<file path="config.mk">
export PLATFORM = sky130hd
export DESIGN_NAME = regfile_2r1w
export DESIGN_NICKNAME = d
export VERILOG_FILES = /design/src/rtl/regfile_pkg.sv /design/src/rtl/regfile_rd_port.sv /design/src/rtl/regfile_2r1w.sv
export SDC_FILE = /design/constraint.sdc
export NUM_CORES = 2
export LEC_CHECK = 0
export CAP_MARGIN = 20
export CELL_PAD_IN_SITES_DETAIL_PLACEMENT = 1
export CELL_PAD_IN_SITES_GLOBAL_PLACEMENT = 1
export CORE_MARGIN = 5
export CORE_UTILIZATION = 46
export DETAILED_ROUTE_END_ITERATION = 8
export GPL_ROUTABILITY_DRIVEN = 0
export PLACE_DENSITY = 0.87
export SLEW_MARGIN = 10
export SYNTH_ARGS = -nofsm -noshare
export SYNTH_HDL_FRONTEND = slang
export SYNTH_HIERARCHICAL = 1
export SYNTH_SLANG_ARGS = --single-unit
</file>
<file path="constraint.sdc">
create_clock -name clk -period 2.28 [get_ports clk]
set_input_delay 0.684 -clock clk [delete_from_list [all_inputs] [get_ports clk]]
set_output_delay 0.684 -clock clk [all_outputs]
set_load 0.02 [all_outputs]
</file>
<file path="src/rtl/regfile_pkg.sv">
// Shared types and defaults for the 2-read/1-write register file.
package regfile_pkg;

   localparam int unsigned DEF_DATA_W = 32;
   localparam int unsigned DEF_ADDR_W = 5;

   typedef logic [DEF_ADDR_W-1:0] reg_addr_t;
   typedef logic [DEF_DATA_W-1:0] reg_data_t;

   // Register 0 is hardwired to zero
   localparam reg_addr_t ZERO_REG = '0;

endpackage

</file>
<file path="src/rtl/regfile_rd_port.sv">
// One registered read port: address decode, zero-register forcing,
// optional write-before-read forwarding (REGFILE_BYPASS_EN), output register.
module regfile_rd_port
   import regfile_pkg::*;
#(
   parameter int unsigned DATA_W = DEF_DATA_W,
   parameter int unsigned ADDR_W = DEF_ADDR_W,
   parameter int unsigned DEPTH  = 2**ADDR_W
) (
   input  logic                         clk,
   input  logic                         rst_n,
   input  logic                         i_rd_req,
   input  logic [ADDR_W-1:0]            i_ra,
   input  logic [DEPTH-1:0][DATA_W-1:0] i_mem,
`ifdef REGFILE_BYPASS_EN
   input  logic                         i_we,
   input  logic [ADDR_W-1:0]            i_wa,
   input  logic [DATA_W-1:0]            i_wd,
`endif
   output logic [DATA_W-1:0]            o_rd
);

   logic              w_is_zero;
   logic [DATA_W-1:0] w_rd_next;
   logic [DATA_W-1:0] r_rd;

   assign w_is_zero = (i_ra == ADDR_W'(ZERO_REG));

   // Select read data: zero register, forwarded write data, or stored value
   always_comb begin
      w_rd_next = i_mem[i_ra];
`ifdef REGFILE_BYPASS_EN
      if (i_we && (i_wa == i_ra))
         w_rd_next = i_wd;
`endif
      if (w_is_zero)
         w_rd_next = '0;
   end

   // Output register: load on request, hold otherwise, clear on reset
   always_ff @(posedge clk) begin
      if (!rst_n)
         r_rd <= '0;
      else if (i_rd_req)
         r_rd <= w_rd_next;
   end

   assign o_rd = r_rd;

endmodule

</file>
<file path="src/rtl/regfile_2r1w.sv">
// Register file, 2 registered read ports + 1 write port, reg 0 reads zero.
// Optional write-before-read forwarding controlled by REGFILE_BYPASS_EN.
module regfile_2r1w
   import regfile_pkg::*;
#(
   parameter int unsigned DATA_W = DEF_DATA_W,
   parameter int unsigned ADDR_W = DEF_ADDR_W
) (
   input  logic              clk,
   input  logic              rst_n,
   input  logic              WE,
   input  logic [ADDR_W-1:0] WA,
   input  logic [DATA_W-1:0] WD,
   input  logic              rd_req,
   input  logic [ADDR_W-1:0] RA1,
   input  logic [ADDR_W-1:0] RA2,
   output logic              rd_valid,
   output logic [DATA_W-1:0] RD1,
   output logic [DATA_W-1:0] RD2
);

   localparam int unsigned DEPTH = 2**ADDR_W;

   logic [DEPTH-1:0][DATA_W-1:0] r_mem;
   logic                         r_rd_valid;
   logic                         w_wr_en;

   assign w_wr_en = WE && (WA != ADDR_W'(ZERO_REG));

   // Storage array: clear on reset, write non-zero addresses only
   always_ff @(posedge clk) begin
      if (!rst_n)
         r_mem <= '0;
      else if (w_wr_en)
         r_mem[WA] <= WD;
   end

   // Read-valid flag: one cycle after each accepted request
   always_ff @(posedge clk) begin
      if (!rst_n)
         r_rd_valid <= 1'b0;
      else
         r_rd_valid <= rd_req;
   end

   regfile_rd_port #(
      .DATA_W (DATA_W),
      .ADDR_W (ADDR_W),
      .DEPTH  (DEPTH)
   ) u_rd_port1 (
      .clk      (clk),
      .rst_n    (rst_n),
      .i_rd_req (rd_req),
      .i_ra     (RA1),
      .i_mem    (r_mem),
`ifdef REGFILE_BYPASS_EN
      .i_we     (WE),
      .i_wa     (WA),
      .i_wd     (WD),
`endif
      .o_rd     (RD1)
   );

   regfile_rd_port #(
      .DATA_W (DATA_W),
      .ADDR_W (ADDR_W),
      .DEPTH  (DEPTH)
   ) u_rd_port2 (
      .clk      (clk),
      .rst_n    (rst_n),
      .i_rd_req (rd_req),
      .i_ra     (RA2),
      .i_mem    (r_mem),
`ifdef REGFILE_BYPASS_EN
      .i_we     (WE),
      .i_wa     (WA),
      .i_wd     (WD),
`endif
      .o_rd     (RD2)
   );

   assign rd_valid = r_rd_valid;

endmodule

</file>
==> qor.csv <==
stage,metric,value,unit
synth,synth-edff-count,0,
cells_and_area,final-seq-area,21800,um^2
power,switching_share,0.269,
timing,rsz0062_at_grt,no,
critical_path,startpoint_type,primary input,
cells_and_area,multi_input_area,30800,um^2
power,p_switching,12.0,mW
power,pwr-share-comb,0.098,
critical_path,cp_max_fo,14,
timing,fmax,435,MHz
route,ant_nets,0,
timing,final.setup_skew,0.0316,ns
synth,synth_cell_type_count,35,
route,drc,0,
clocking,cts.sink_count,1089,
power,pwr-share-seq,0.435,
place,dp_hpwl,148,mm
timing,finalCritPeriodShare,1.01,
global_routing,grt_overflow_total,0,
power,p_int,32.6,mW
run_status,violations,setup timing,
floorplan,die_area,126000,um^2
critical_path,crit_top_cell,buf_4,
timing,maxSlewViolCount,0,
clocking,cts_tree,done,
floorplan,num_rows,126,
timing,worst_slack,-0.0163,ns
global_routing,grt_pass1_wl,376,mm
power,power.leakage,27.6,nW
synth,yosysWarnings,6,
timing,finalSetupViolations,5,
power,ir_drop,0.000675,V
clocking,numCtsBuffers,113,
route,drt-pass1-iter-count,9,
timing,slew_headroom,0.549,
global_routing,grtUsageTotal,0.400,
route,wl,262,mm
run_status,outcome,"finished, violations left",
clocking,ctsHtreeMaxLevel,3,
cells_and_area,layout-drive-gt1-share,0.224,
power,pwr-share-clk,0.466,
floorplan,chipHeight,355,um
synth,synth_compound_area_frac,0.0555,
flow_run,maxCapViolCount,0,
critical_path,slowest_stage,clkdlybuf4s50_1,
timing,timing.hold.ws,0.470,ns
route,drtIter0Drc,6745,
critical_path,critPathArrivalTime,2.88,ns
clocking,cts_hold_buffers,0,
floorplan,dieWidth,355,um
synth,mappedNetlistNets,5075,
synth,synth_adder_area_share,0,
synth,syn_inst,5024,
floorplan,ios,116,
critical_path,crit_buf_inv,4,
global_routing,grt_start_max_net_pins,130,
cells_and_area,nNetsFinal,5256,
synth,synth_top_family_by_area,multiplexers,
route,post_drt_wl_per_cell,38.1,um
synth,synth_simple_gate_area_frac,0.0984,
critical_path,crit_type,primary input to flip-flop,
critical_path,critPathTopFamily,buffers and inverters,
route,vias_per_cell,7.28,
synth,syn_area,54700,um^2
cells_and_area,area_delta_synth_final,20.0,%
power,power_density,679,nW/um^2
global_routing,antenna_found_initial,37,
critical_path,crit_chain,clkdlybuf4s50_1 -> buf_12 -> buf_4 -> and4b_2 -> buf_4 -> a32o_1 -> a21oi_1 -> o311ai_1,
timing,tightest_slew,0.676,ns
route,num_vias,50000,
synth,ys_ff_latch,1089,
clocking,ctsLongestPathBuffers,3,
synth,syn_avg_cell_area,10.9,um^2
critical_path,slowest_delay,0.46,ns
synth,synth_xor_area_frac,0,
critical_path,cp-end-kind,flip-flop,
clocking,cts_setup_buffers,0,
global_routing,grt_pass1_vias,53900,
floorplan,start_util,0.463,
clocking,cts_root_buffer,clkbuf_16,
synth,async_flop_share,0,
place,portBuffers,115,
clocking,insertion_delay,0.75,ns
synth,seq_area_frac_synth,0.398,
hold_path,hp-class,flip-flop to flip-flop,
timing,min_period,2.30,ns
cells_and_area,fin_util,0.556,
floorplan,core,118000,um^2
clocking,path_clk_slew,0.07,ns
synth,synthMuxAreaShare,0.404,
timing,hold_viol,0,
critical_path,critPathRequiredTime,2.87,ns
synth,ys.flop_type,dfxtp_1,
cells_and_area,nFillCells,11900,
[stage by stage]
stage	instances	TNS [ns]	total power [mW]	instance area (um^2)	setup slack (ns)
3_3_place_gp	6626	-93.98	23.7	61600	-0.532
5_1_grt	6841	0	45.2	65600	0.00247
2_1_floorplan	5024	0	21.8	54700	0.0629
4_1_cts	6841	0	44.2	65600	0.000977
6_report	6865	-0.0522	44.6	65700	-0.0163
3_5_place_dp	6626	-231.78	23.8	61600	-0.612
[layout make-up]
type,instances,area share
multi-input combinational,3396,0.470
sequential,1089,0.332
timing repair buffer,605,0.107
clock buffer,155,0.0494
tap,1536,0.0293
clock inverter,60,0.0115
antenna,24,0.000915
[sequential cells by signal, indices dropped and copies added (netlist names)]
name / cells
r_mem: 1024
rd_valid: 1
u_rd_port1/o_rd: 32
u_rd_port2/o_rd: 32
[what timing repair did]
action                                  CTS  global route
endpoints found under the hold margin     0             0
gates resized for setup                 105            29
endpoints found under the setup margin   65            23
[worst paths after layout]
path | slack, ns | start | endpoint | cells after the start
max | -0.02 | rd_req | u_rd_port2/o_rd[14]$_SDFFE_PN0P_ | 8
min | 0.47 | r_mem[1020]$_SDFFE_PN0P_ | r_mem[1020]$_SDFFE_PN0P_ | 2
max reg2reg | 0.36 | r_mem[324]$_SDFFE_PN0P_ | u_rd_port1/o_rd[4]$_SDFFE_PN0P_ | 4
min reg2reg | 0.47 | r_mem[1020]$_SDFFE_PN0P_ | r_mem[1020]$_SDFFE_PN0P_ | 2
[power groups by stage]
stage	Combinational [mW]	Sequential [mW]	Clock, mW
finish	4.39	19.4	20.8
global route	4.36	19.4	21.5
CTS	4.16	19.4	20.7
detailed placement	4.04	19.8	0
global placement	3.91	19.8	0
floorplan	2.10	19.8	0
[worst reg2reg max path, cell delays in order, from the launching register on]
cell and delay [ns]:
dfxtp_1 0.36, mux4_2 0.54, nor2b_1 0.21, a211oi_1 0.55, o311ai_1 0.15
[synthesized netlist by cell type, drive strengths merged (3+ instances only)]
master	count	share of area
mux4	384	0.16
or2	64	0.0073
o311ai	64	0.010
nor2b	42	0.0048
nor2	15	0.0010
and4bb	3	0.00069
and3	24	0.0027
or3	3	0.00034
buf	221	0.022
nand2	1038	0.071
a22oi	128	0.018
clkbuf	318	0.022
nor3	3	0.00037
nand3	6	0.00055
nand4b	3	0.00048
a21boi	32	0.0044
a21oi	72	0.0066
a211oi	32	0.0044
and2	67	0.0077
a221oi	24	0.0050
a32o	40	0.0073
dfxtp	1089	0.40
mux2i	1344	0.25
[cell families after synthesis]
group,after synthesis
multiplexers,1728
AND/OR/NAND/NOR,1276
flip-flops,1089
buffers and inverters,539
AO/OA/AOI/OAI,392
[layer usage]
metal | GRT usage | up-vias | part of all wire
met5 | 0.00538 | - | 0.00089
met1 | 0.439 | 24700 | 0.33
li1 | - | 18600 | -
met3 | 0.152 | 2131 | 0.13
met4 | 0.338 | 18 | 0.11
met2 | 0.611 | 4595 | 0.43
[cells in the final DEF, fill, tap and decap left out, types with 16 or more instances in the layout]
master | netlist | routed
nand2_1 | 1038 | 1027
or2_1 | 56 | 56
o311ai_1 | 64 | 64
diode_2 | 0 | 24
mux2i_1 | 1344 | 1342
mux4_2 | 384 | 384
and3_1 | 24 | 24
dfxtp_1 | 1089 | 1067
buf_4 | 34 | 314
a211oi_1 | 32 | 32
clkbuf_16 | 0 | 114
and2_1 | 67 | 65
clkbuf_8 | 0 | 24
dfxtp_2 | 0 | 21
clkbuf_1 | 318 | 17
dlygate4sd2_1 | 0 | 39
clkinv_2 | 0 | 34
buf_12 | 0 | 178
a21oi_1 | 72 | 72
nor2b_1 | 42 | 34
a21boi_0 | 32 | 32
bufinv_16 | 0 | 16
clkdlybuf4s50_1 | 0 | 41
a22oi_1 | 128 | 128
a32o_1 | 40 | 40
(Power assumes the default switching activity.)
